--- config.mk ---
export PLATFORM = sky130hd
export DESIGN_NAME = uart_tx_mmio
export DESIGN_NICKNAME = d
export VERILOG_FILES = /design/src/rtl/uart_pkg.sv /design/src/rtl/fifo_sync.sv /design/src/rtl/uart_tx_mmio.sv
export SDC_FILE = /design/constraint.sdc
export NUM_CORES = 1
export LEC_CHECK = 0
export CORE_UTILIZATION = 57
export CTS_CLUSTER_DIAMETER = 100
export DETAILED_ROUTE_END_ITERATION = 12
export PLACE_DENSITY = 0.94
export SLEW_MARGIN = 20
export SYNTH_ARGS = -nofsm -noshare
export SYNTH_HDL_FRONTEND = slang
export SYNTH_SLANG_ARGS = --single-unit
--- constraint.sdc ---
create_clock -name Clock -period 5.9 [get_ports Clock]
set_clock_uncertainty 0.15 [all_clocks]
set_input_delay 0.885 -clock Clock [delete_from_list [all_inputs] [get_ports Clock]]
set_output_delay 0.885 -clock Clock [all_outputs]
set_load 0.05 [all_outputs]
--- src/rtl/uart_pkg.sv ---
// Shared definitions for the memory-mapped UART transmitter.
// Holds the transmitter state encoding, the register offsets decoded on
// addr[0], and the bit positions of the fields inside the STATUS word.
package uart_pkg;

  typedef enum logic [1:0] {
    IDLE  = 2'd0,
    START = 2'd1,
    DATA  = 2'd2,
    STOP  = 2'd3
  } txState_e;

  localparam logic DATA_OFS = 1'b0;
  localparam logic STAT_OFS = 1'b1;

  localparam int FULL    = 0;
  localparam int EMPTY   = 1;
  localparam int ACTIVE  = 2;
  localparam int OVF     = 3;
  localparam int CNT_LSB = 4;

endpackage

--- src/rtl/fifo_sync.sv ---
// Small synchronous byte FIFO used as the transmit queue.
// Ports:
//   Clock     - single clock, all state changes on the rising edge
//   Resetn    - synchronous active-low reset, empties the queue
//   i_push    - write i_wrData at the tail (caller guarantees room)
//   i_pop     - drop the head entry (caller guarantees non-empty)
//   i_wrData  - byte to enqueue
//   o_rdData  - current head entry, valid whenever o_empty is low
//   o_full    - count equals DEPTH
//   o_empty   - count equals zero
//   o_count   - number of stored bytes, 0..DEPTH
module fifo_sync #(
  parameter int DEPTH = 4
) (
  input  logic                         Clock,
  input  logic                         Resetn,
  input  logic                         i_push,
  input  logic                         i_pop,
  input  logic [7:0]                   i_wrData,
  output logic [7:0]                   o_rdData,
  output logic                         o_full,
  output logic                         o_empty,
  output logic [$clog2(DEPTH+1)-1:0]   o_count
);

  localparam int AW = $clog2(DEPTH);
  localparam int CW = $clog2(DEPTH+1);

  logic [7:0]    r_mem [DEPTH];
  logic [AW-1:0] r_wrPtr;
  logic [AW-1:0] r_rdPtr;
  logic [CW-1:0] r_count;

  // Storage is left unreset on purpose: the count decides which entries
  // are meaningful, so stale bytes after reset are never observed.
  always_ff @(posedge Clock) begin
    if (i_push) begin
      r_mem[r_wrPtr] <= i_wrData;
    end
  end

  // Pointers are exactly AW bits wide and DEPTH is a power of two, so they
  // wrap around the storage on their own. The count moves only when a push
  // and a pop do not cancel each other out.
  always_ff @(posedge Clock) begin
    if (!Resetn) begin
      r_wrPtr <= '0;
      r_rdPtr <= '0;
      r_count <= '0;
    end else begin
      if (i_push) begin
        r_wrPtr <= r_wrPtr + AW'(1);
      end
      if (i_pop) begin
        r_rdPtr <= r_rdPtr + AW'(1);
      end
      if (i_push && !i_pop) begin
        r_count <= r_count + CW'(1);
      end else if (!i_push && i_pop) begin
        r_count <= r_count - CW'(1);
      end
    end
  end

  assign o_rdData = r_mem[r_rdPtr];
  assign o_full   = (r_count == CW'(DEPTH));
  assign o_empty  = (r_count == '0);
  assign o_count  = r_count;

endmodule

--- src/rtl/uart_tx_mmio.sv ---
// Memory-mapped 8N1 serial transmitter.
// Processor stores to offset 0 queue a byte; a state machine sends each
// queued byte LSB first with one start and one stop bit. Offset 1 returns
// a status word combinationally so software can poll before storing.
// Ports:
//   Clock    - single clock, rising edge
//   Resetn   - synchronous active-low reset, aborts any frame in flight
//   addr     - processor address; [15:12] selects the block, [0] the register
//   data_in  - processor store data; [7:0] is the byte, [3] clears overflow
//   write    - one-cycle store strobe
//   sel      - combinational block select, used by the read mux
//   rd_data  - combinational register read data
//   txd      - registered serial line, idles high
//   busy     - registered: frame in progress or bytes still queued
module uart_tx_mmio
  import uart_pkg::*;
#(
  parameter int         CLKS_PER_BIT = 434,
  parameter int         DEPTH        = 4,
  parameter logic [3:0] BASE         = 4'h3
) (
  input  logic        Clock,
  input  logic        Resetn,
  input  logic [15:0] addr,
  input  logic [15:0] data_in,
  input  logic        write,
  output logic        sel,
  output logic [15:0] rd_data,
  output logic        txd,
  output logic        busy
);

  localparam int          CW        = $clog2(DEPTH+1);
  localparam logic [15:0] BAUD_LAST = 16'(CLKS_PER_BIT - 1);

  txState_e      r_state;
  logic [15:0]   r_baudCnt;
  logic [2:0]    r_bitIdx;
  logic [7:0]    r_shift;
  logic          r_txd;
  logic          r_busy;
  logic          r_ovf;

  logic          w_full;
  logic          w_empty;
  logic [CW-1:0] w_count;
  logic [CW-1:0] w_countNext;
  logic [7:0]    w_fifoData;
  logic          w_pushReq;
  logic          w_push;
  logic          w_pop;
  logic          w_drop;
  logic          w_clrOvf;
  logic          w_baudEnd;
  logic          w_active;
  logic          w_nextActive;
  logic          w_unused;

  assign sel       = (addr[15:12] == BASE);
  assign w_pushReq = sel && write && (addr[0] == DATA_OFS);
  assign w_clrOvf  = sel && write && (addr[0] == STAT_OFS) && data_in[3];
  assign w_unused  = ^{addr[11:1], data_in[15:8]};

  assign w_baudEnd = (r_baudCnt == BAUD_LAST);
  assign w_active  = (r_state != IDLE);

  // A byte leaves the queue either straight from idle or at the very end of
  // a stop bit, which is what lets queued bytes go out with no idle gap.
  assign w_pop = !w_empty &&
                 ((r_state == IDLE) || ((r_state == STOP) && w_baudEnd));

  // A full queue still accepts a byte when the head is leaving on the same
  // edge; otherwise the byte is lost and the overflow flag records it.
  assign w_push = w_pushReq && (!w_full || w_pop);
  assign w_drop = w_pushReq && w_full && !w_pop;

  // busy is registered from the post-edge view of the machine, so it rises
  // with the accepting edge and falls on the same edge the stop bit ends.
  assign w_countNext  = w_count + CW'(w_push) - CW'(w_pop);
  assign w_nextActive = (r_state == IDLE) ? w_pop
                                          : !((r_state == STOP) && w_baudEnd && !w_pop);

  fifo_sync #(
    .DEPTH(DEPTH)
  ) u_fifo (
    .Clock   (Clock),
    .Resetn  (Resetn),
    .i_push  (w_push),
    .i_pop   (w_pop),
    .i_wrData(data_in[7:0]),
    .o_rdData(w_fifoData),
    .o_full  (w_full),
    .o_empty (w_empty),
    .o_count (w_count)
  );

  // Transmit state machine. txd is registered, so each transition loads
  // the level for the state being entered. In DATA the next bit is taken
  // from shift[1] at the same edge the register shifts right, which is the
  // bit that sits in shift[0] afterwards. The baud counter restarts on
  // every state change so each state lasts exactly CLKS_PER_BIT cycles.
  always_ff @(posedge Clock) begin
    if (!Resetn) begin
      r_state   <= IDLE;
      r_baudCnt <= '0;
      r_bitIdx  <= '0;
      r_shift   <= '0;
      r_txd     <= 1'b1;
      r_busy    <= 1'b0;
    end else begin
      r_busy <= w_nextActive || (w_countNext != '0);
      case (r_state)
        IDLE: begin
          r_txd     <= 1'b1;
          r_baudCnt <= '0;
          if (w_pop) begin
            r_shift <= w_fifoData;
            r_txd   <= 1'b0;
            r_state <= START;
          end
        end
        START: begin
          if (w_baudEnd) begin
            r_baudCnt <= '0;
            r_bitIdx  <= '0;
            r_txd     <= r_shift[0];
            r_state   <= DATA;
          end else begin
            r_baudCnt <= r_baudCnt + 16'd1;
          end
        end
        DATA: begin
          if (w_baudEnd) begin
            r_baudCnt <= '0;
            if (r_bitIdx == 3'd7) begin
              r_txd   <= 1'b1;
              r_state <= STOP;
            end else begin
              r_shift  <= r_shift >> 1;
              r_bitIdx <= r_bitIdx + 3'd1;
              r_txd    <= r_shift[1];
            end
          end else begin
            r_baudCnt <= r_baudCnt + 16'd1;
          end
        end
        STOP: begin
          if (w_baudEnd) begin
            r_baudCnt <= '0;
            if (w_pop) begin
              r_shift <= w_fifoData;
              r_txd   <= 1'b0;
              r_state <= START;
            end else begin
              r_txd   <= 1'b1;
              r_state <= IDLE;
            end
          end else begin
            r_baudCnt <= r_baudCnt + 16'd1;
          end
        end
        default: begin
          r_txd     <= 1'b1;
          r_baudCnt <= '0;
          r_state   <= IDLE;
        end
      endcase
    end
  end

  // Sticky overflow flag. A dropped byte wins over a clear arriving on the
  // same edge so that a loss is never silently hidden from software.
  always_ff @(posedge Clock) begin
    if (!Resetn) begin
      r_ovf <= 1'b0;
    end else if (w_drop) begin
      r_ovf <= 1'b1;
    end else if (w_clrOvf) begin
      r_ovf <= 1'b0;
    end
  end

  // Register read mux. DATA reads as zero; STATUS packs the queue flags,
  // the transmitter activity, the overflow flag and the zero-extended count.
  always_comb begin
    rd_data = '0;
    if (sel && (addr[0] == STAT_OFS)) begin
      rd_data[FULL]           = w_full;
      rd_data[EMPTY]          = w_empty;
      rd_data[ACTIVE]         = w_active;
      rd_data[OVF]            = r_ovf;
      rd_data[CNT_LSB +: 5]   = 5'(w_count);
    end
  end

  assign txd  = r_txd;
  assign busy = r_busy;

endmodule

==> results_dict.tcl, run 1 <==
set metrics [dict create \
    antenna_cells 0 \
    synthFlopType "dfxtp_1" \
    crit_fanout 5 \
    relSlewSlack 0.371 \
    synth-warning-count 0 \
    crit_arrival_ns 2.83 \
    detail_route.wl_per_cell_um 16.4 \
    start_util 0.591 \
    syn_inst 321 \
    critPathRequiredTime_ns 4.87 \
    route.final.wire_length_mm 6.95 \
    die_w_um 80.6 \
    r2r-start "r_state[1]" \
    syn_avg_cell_area_um2 11.0 \
    coreArea_um2 5960 \
    crit_chain "clkdlybuf4s50_1 -> nand4bb_1 -> inv_1 -> nand2_1 -> nor2_1 -> clkdlybuf4s50_1" \
    place_ws_ns 1.91 \
    drt_iter0_drc 123 \
    numPortBuffers 25 \
    slowest_delay_ns 0.81 \
    yosys.area_share.simple 0.167 \
    end_kind "output port" \
    netlist_area_um2 3520 \
    rsz0062_at_grt "no" \
    post-cts-setup-buffers 0 \
    min_period_ns 3.87 \
    synth_compound_area_frac 0.0632 \
    fillers 441 \
    syn2layout_area_growth_pct 13.1 \
    path_clk_slew_ns 0.09 \
    die_area_um2 6500 \
    h-tree-depth 3 \
    fin_ws_ns 2.03 \
    drc 0 \
    crit_start "addr[14]" \
    min_path_type "register to register" \
    viasPerCell 5.83 \
    muxShareOfSynthArea 0.113 \
    overflow 0 \
    peakVddDrop_mv 0.265 \
    path_class "input port to output port" \
    tightestPinTransition_ns 0.941 \
    grt_max_degree 28 \
    crit_slowest_cell "clkdlybuf4s50_1" \
    grt_pass1_vias 2473 \
    seq_area_frac_synth 0.506 \
    status "completed" \
    cp-start-kind "input port" \
    worstSkewPairLatency_ns 0.35 \
    cts-root-buf "clkbuf_8" \
    final_util 0.669 \
    hp-start "r_shift[0]" \
    postCtsResizedCells 0 \
    gp_congestion 0.873 \
    period_share 0.655 \
    hold_buffers 0 \
    antenna_left 0 \
    antenna_found_initial 0 \
    firstDrtPassIters 4 \
    final_max_slew_viol_count 0 \
    num_vias 2473 \
    cts_made_buffers 9 \
    synth.distinct_cells 47 \
    layout-drive-gt1-share 0.106 \
    crit_top_cell "clkdlybuf4s50_1" \
    p_leak_nw 1.47 \
    cap_violations 0 \
    cts.sinks 73 \
    synth_top_family_by_area "simple AND/OR/NAND/NOR gates" \
    synth_edf_count 32 \
    clockBufferDepth 2 \
    synth_xor_area_frac 0.0298 \
    nets 397 \
    gr-usage-all-layers 0.240 \
    synthArstFlopShare 0 \
    grt_pass1_wl_mm 11.5 \
    synth_seq_cells 73 \
    setup_viol 0 \
    hold_viol_final 0 \
    p_per_area_nw_per_um2 385 \
    dp_hpwl_mm 4.73 \
    max_freq_mhz 259 \
    io-pin-count 54 \
    synth_fa_ha_area_frac 0.0682 \
    die_h_um 80.6 \
    fp-row-count 28 \
    cts_tree "yes" \
    tns_ns 0 \
]
[layout make-up]
class | instances | area [um^2] | share of cell area
clock buffers | 9 | 124 | 0.0311
clock inverters | 7 | 83.8 | 0.0210
inverters | 17 | 63.8 | 0.0160
multi-input cells | 218 | 1590 | 0.398
flip-flops and latches | 73 | 1780 | 0.447
well taps | 75 | 93.8 | 0.0235
repair buffers | 25 | 250 | 0.0628
[path summary, 6_finish.rpt]
path	slack (ns)	cells after the start	end
max	2.03	6	rd_data[2]
min	0.32	2	r_shift[0]
max reg2reg	2.30	13	busy
min reg2reg	0.32	2	r_shift[0]
[synthesized netlist by cell type, types with 5 or more instances]
master	instances	area, um^2
a21oi_1	13	65.1
buf_2	5	25.0
buf_4	9	67.6
clkbuf_1	7	26.3
dfxtp_1	41	821
edfxtp_1	32	961
ha_1	16	200
inv_1	17	63.8
mux2_2	7	78.8
mux2i_1	14	140
mux4_2	8	180
nand2_1	35	131
nand3_1	6	30.0
nand4_1	7	43.8
nor2_1	25	93.8
nor3_1	8	40.0
o21ai_0	11	55.1
xnor2_1	5	43.8
xor2_1	7	61.3
[stage by stage]
stage	total power [mW]	std cells	hold slack [ns]	area (um^2)
2_1_floorplan	1.02	329	0.286	3550
3_3_place_gp	1.10	408	0.292	3780
3_5_place_dp	1.13	408	0.304	3780
4_1_cts	1.54	424	0.318	3990
5_1_grt	1.62	424	0.336	3990
6_report	1.54	424	0.318	3990
[routing by layer]
| layer | track usage | part of all wire | up-vias |
|---|---|---|---|
| met5 | 0 | 0 | - |
| met4 | 0.121 | 0.016 | 0 |
| met3 | 0.0420 | 0.047 | 13 |
| met2 | 0.425 | 0.52 | 60 |
| met1 | 0.276 | 0.41 | 1213 |
| li1 | - | - | 1187 |
[registers in the layout, indices dropped and copies added, names as in the netlist, named ones only]
| name | flops |
|---|---|
| u_fifo.o_count | 3 |
| txd | 1 |
| r_state | 2 |
| u_fifo.r_rdPtr | 2 |
| u_fifo.r_wrPtr | 2 |
| busy | 1 |
| u_fifo.r_mem | 32 |
| r_bitIdx | 3 |
| r_baudCnt | 16 |
| r_ovf | 1 |
| r_shift | 8 |
[critical path, delay by kind of cell]
kind                   cells  cell delay, ns
AND/OR/NAND/NOR            3            0.55
buffers and inverters      3            1.39
[where the power goes]
part | switching [mW] | internal (mW) | total (mW)
sequential | 0.0591 | 0.577 | 0.636
combinational | 0.274 | 0.212 | 0.486
clock | 0.211 | 0.203 | 0.414
total | 0.544 | 0.993 | 1.54
[logic make-up after synthesis]
kind of cell	after synthesis
AOI/OAI and AO/OA	37
xor gates and xnor gates	12
and+or+nand+nor	113
other	1
buffers and inverters	38
adders and majority gates	18
DFF	73
muxes	29
[layout by cell type (no fill, tap or decap), types with 9 or more instances in the layout]
master,n
a21oi_1,13
clkbuf_8,9
clkdlybuf4s50_1,25
conb_1,9
dfxtp_1,41
edfxtp_1,32
ha_1,16
inv_1,17
mux2i_1,14
nand2_1,35
nor2_1,25
o21ai_0,11
Note: power is estimated with default switching activity, not from simulation.
==> inputs of run 2 (changes only) <==
CORE_UTILIZATION = 54   (was 57)
PLACE_DENSITY = 0.9   (was 0.94)
clock period = 3.77 ns   (was 5.9 ns; I/O delays follow)
==> run 2 against run 1 <==
  * Via count decreased by 0.73%
  * Non-clock buffer count is 6 higher
  * Clock-buffer cell count did not move
  * Power increased by 58%
  * Setup slack worse by 1.5 ns
  * Critical path type unchanged
  * Critical endpoint unchanged
  * Highest routed layer unchanged
==> results_dict.tcl, run 2 (synthesis results as in run 1) <==
set metrics [dict create \
    worst-path-stages 6 \
    cts.sinks 73 \
    antenna_left 0 \
    regArea_um2 1780 \
    crit_fanout 5 \
    tns_ns 0 \
    timing.critical_path.buf_inv 3 \
    end_kind "output port" \
    grt_pass1_vias 2355 \
    p_leak_nw 1.51 \
    num_vias 2455 \
    postLayoutCellArea_um2 4030 \
    start_util 0.558 \
    crit_arrival_ns 2.52 \
    postCtsResizedCells 0 \
    cts_made_buffers 9 \
    clockBufferDepth 2 \
    route.final.wire_length_mm 6.52 \
    relSlewSlack 0.623 \
    die_area_um2 6850 \
    period_share 0.859 \
    dp_hpwl_mm 4.59 \
    power_mw 2.43 \
    coreArea_um2 6310 \
    critPathRequiredTime_ns 3.05 \
    r2r-start "r_baudCnt[0]" \
    peakVddDrop_mv 0.489 \
    cts_tree "yes" \
    rrSetupSlack_ns 0.61 \
    io-pin-count 54 \
    drt_iter0_drc 163 \
    crit_start "addr[14]" \
    reg_top3 "u_fifo.r_mem (32), r_baudCnt (16), r_shift (8)" \
    path_class "input port to output port" \
    cts-root-buf "clkbuf_8" \
    post-cts-setup-buffers 0 \
    h-tree-depth 3 \
    mostFrequentLayoutCells "dfxtp_1 (41), nand2_1 (35), edfxtp_1 (32)" \
    cp_top_family "buffers and inverters" \
    overflow 0 \
    min_period_ns 3.24 \
    nets 403 \
    numPortBuffers 25 \
    fp-row-count 29 \
    dpl_cell_area_um2 3820 \
    rsz0062_at_grt "no" \
    die_h_um 82.8 \
    largest_reg_flops 32 \
    syn2layout_area_growth_pct 14.5 \
    fillers 468 \
    setup_viol 0 \
    final_max_slew_viol_count 0 \
    min_path_type "register to register" \
    drc 0 \
    crit_top_cell "clkdlybuf4s50_1" \
    r2r_cells 11 \
    die_w_um 82.8 \
    slowest_delay_ns 0.82 \
    hold_viol_final 0 \
    detail_route.wl_per_cell_um 15.1 \
    antenna_found_initial 0 \
    worstSkewPairLatency_ns 0.35 \
    gr-usage-all-layers 0.210 \
    grt_max_degree 27 \
    crit_chain "clkdlybuf4s50_1 -> nand4bb_1 -> inv_1 -> nand2_1 -> nor2_1 -> clkdlybuf4s50_1" \
    firstDrtPassIters 4 \
    rr_endpoint "u_fifo.o_count[2]" \
    path_clk_slew_ns 0.08 \
    viasPerCell 5.68 \
    hold_buffers 0 \
    crit_slowest_cell "clkdlybuf4s50_1" \
    status "completed" \
    max_freq_mhz 309 \
    multi_input_comb_area_um2 1590 \
    p_per_area_nw_per_um2 602 \
    regMostFlops "u_fifo.r_mem" \
    crit_path_end "rd_data[2]" \
    antenna_cells 0 \
    layout-drive-gt1-share 0.121 \
    final_common_cell "dfxtp_1" \
    gp_congestion 0.898 \
    grt_pass1_wl_mm 10.4 \
    cap_violations 0 \
    cp-start-kind "input port" \
    tightestPinTransition_ns 0.565 \
]
## run 2: changes by cell type in the layout (fill, tap and decap cells not counted), sizes merged
cell / previous run / this run
buf: 0 / 6
clkinv: 1 / 2
clkinvlp: 1 / 0
## run 2: power breakdown
group	leakage (nW)	internal (mW)	switching (mW)
Combinational	0.779	0.369	0.424
Clock	0.107	0.319	0.323
Sequential	0.621	0.903	0.0905
## run 2: how the worst min path moves through the flow
stage	start	to	slack [ns]	cells past startpoint
final	r_shift[3]	r_shift[3]	0.31	2
after detailed placement	r_shift[3]	r_shift[3]	0.30	2
after global routing	r_shift[5]	r_shift[5]	0.35	2
after global placement	r_shift[2]	r_shift[2]	0.29	2
after CTS	r_shift[3]	r_shift[3]	0.31	2
after floorplan	r_shift[2]	r_shift[2]	0.29	2
## run 2: stage by stage
stage / instances / setup slack (ns) / utilization / hold slack, ns
floorplan: 329 / 0.681 / - / 0.286
global placement: 416 / 0.493 / 0.606 / 0.293
detailed placement: 416 / 0.419 / 0.606 / 0.301
CTS: 432 / 0.532 / 0.639 / 0.313
global route: 432 / 0.395 / 0.639 / 0.349
finish: 432 / 0.532 / 0.639 / 0.311
## run 2: metal layers
metal  track usage  part of all wire
met3        0.0681             0.048
met2         0.369              0.52
met5             0                 0
met4         0.100             0.014
met1         0.228              0.42
## run 2: area by class of cell
class                           instances  area share
Tap cell                               77      0.0239
Timing Repair Buffer                   31      0.0732
Clock inverter                          7      0.0211
Multi-Input combinational cell        218       0.394
Inverter                               17      0.0158
Sequential cell                        73       0.442
Clock buffer                            9      0.0307
## run 2: worst min-delay path, cell delays in order (launching register included)
cell     delay, ns
dfxtp_1       0.31
nand2_1       0.05
mux2i_1       0.05
==> inputs of run 3 (changes only) <==
MAX_ROUTING_LAYER = met4   (was default)
==> run 3 against run 2 <==
  * Setup slack improved by 0.00085 ns
  * Wire length increased by 0.20%
  * Power up 0.12%
  * Register-to-register slack gained 0.03 ns
  * Combinational power barely moved
  * Core utilization unchanged
  * Final area did not move
  * Clock power up 0.6%
  * Via count shrank 0.53%
  * Largest power group unchanged
  * Critical path depth is the same
  * Largest cell class unchanged
  * Critical endpoint unchanged
==> results_dict.tcl, run 3 (synthesis results as in run 1) <==
set metrics [dict create \
    gp_congestion 0.913 \
    drt_iter0_drc 171 \
    cap_violations 0 \
    critPathRequiredTime_ns 3.05 \
    p_comb_frac 0.326 \
    path_clk_slew_ns 0.08 \
    nets 403 \
    overflow 0 \
    crit_start "addr[14]" \
    coreArea_um2 6310 \
    syn2layout_area_growth_pct 14.5 \
    cts_tree "yes" \
    crit_top_cell "clkdlybuf4s50_1" \
    final_max_slew_viol_count 0 \
    antenna_found_initial 0 \
    final_util 0.639 \
    clkPwrFrac 0.266 \
    final_common_cell "dfxtp_1" \
    grt_pass1_vias 2347 \
    numPortBuffers 25 \
    regMostFlops "u_fifo.r_mem" \
    num_vias 2442 \
    path_class "input port to output port" \
    detail_route.wl_per_cell_um 15.1 \
    crit_slowest_cell "clkdlybuf4s50_1" \
    p_seq_frac 0.408 \
    cp_top_family "buffers and inverters" \
    clockBufferDepth 2 \
    grt_pass1_wl_mm 10.4 \
    rsz0062_at_grt "no" \
    hp-start "r_shift[3]" \
    cts_made_buffers 9 \
    cp-start-kind "input port" \
    hold_buffers 0 \
    cts-root-buf "clkbuf_8" \
    peakVddDrop_mv 0.486 \
    antenna_cells 0 \
    r2r-start "r_baudCnt[0]" \
    cellInternalPower_mw 1.59 \
    min_period_ns 3.24 \
    crit_arrival_ns 2.52 \
    die_area_um2 6850 \
    mostFrequentLayoutCells "dfxtp_1 (41), nand2_1 (35), edfxtp_1 (32)" \
    hold_ws_ns 0.313 \
    timing.critical_path.buf_inv 3 \
    antenna_left 0 \
    max_freq_mhz 309 \
    h-tree-depth 3 \
    p_leak_nw 1.51 \
    dp_hpwl_mm 4.59 \
    die_w_um 82.8 \
    io-pin-count 54 \
    tightestPinTransition_ns 0.563 \
    period_share 0.859 \
    tns_ns 0 \
    post-cts-setup-buffers 0 \
    reg_top3 "u_fifo.r_mem (32), r_baudCnt (16), r_shift (8)" \
    netSwitchingFraction 0.346 \
    postCtsResizedCells 0 \
    drc 0 \
    start_util 0.558 \
    die_h_um 82.8 \
    min_path_type "register to register" \
    fp-row-count 29 \
    p_per_area_nw_per_um2 603 \
    hold_viol_final 0 \
    status "completed" \
    worstSkewPairLatency_ns 0.36 \
    firstDrtPassIters 4 \
    relSlewSlack 0.624 \
    largest_reg_flops 32 \
    layout-drive-gt1-share 0.121 \
    slowest_delay_ns 0.82 \
    viasPerCell 5.65 \
    gr-usage-all-layers 0.218 \
    setup_viol 0 \
    end_kind "output port" \
    grt_max_degree 27 \
    route.final.wire_length_mm 6.54 \
    crit_fanout 5 \
    power_switching_mw 0.840 \
    cts.sinks 73 \
    crit_chain "clkdlybuf4s50_1 -> nand4bb_1 -> inv_1 -> nand2_1 -> nor2_1 -> clkdlybuf4s50_1" \
]
==> run 3: cell counts in the layout (fill, tap and decap cells not counted) <==
Identical to the previous run, type by type.
==> run 3: layer usage <==
metal | wire length (um) | share of wire | GRT usage
met1 | 2770 | 0.42 | 0.230
met2 | 3360 | 0.51 | 0.368
met3 | 304 | 0.047 | 0.0714
met4 | 96 | 0.015 | 0.100
met5 | 0 | 0 | -
==> run 3: worst paths after layout <==
check,to,slack (ns),cells past startpoint
worst max-delay path,rd_data[2],0.53,6
worst min-delay path,r_shift[3],0.31,2
worst max register to register,u_fifo.o_count[2],0.64,11
worst min register to register,r_shift[3],0.31,2
==> run 3: stage by stage <==
stage,setup WS (ns),area (um^2),std cells,total power [mW]
floorplan,0.681,3550,329,1.60
global placement,0.493,3820,416,1.77
detailed placement,0.419,3820,416,1.79
CTS,0.532,4030,432,2.44
global route,0.395,4030,432,2.58
finish,0.533,4030,432,2.43
==> run 3: power by group through the flow <==
stage	combinational [mW]	sequential, mW	clock [mW]
after floorplan	0.605	0.996	0
after global placement	0.762	1.01	0
after detailed placement	0.783	1.01	0
after CTS	0.791	0.993	0.654
after global routing	0.879	1.00	0.693
final	0.792	0.993	0.646
==> run 3: layout make-up <==
cell class	instances	area (um^2)
Clock inverter	7	85.1
Timing Repair Buffer	31	295
Multi-Input combinational cell	218	1590
Clock buffer	9	124
Tap cell	77	96.3
Fill cell	468	2280
Sequential cell	73	1780
Inverter	17	63.8
==> run 3: worst reg2reg max path: stages (launching register included) <==
cell	delay, ns
dfxtp_1	0.42
ha_1	0.18
nor4b_2	0.30
and4_1	0.40
a21oi_1	0.15
inv_1	0.15
ha_1	0.21
inv_1	0.07
fa_1	0.43
xor2_1	0.16
or3_1	0.30
a21oi_1	0.15
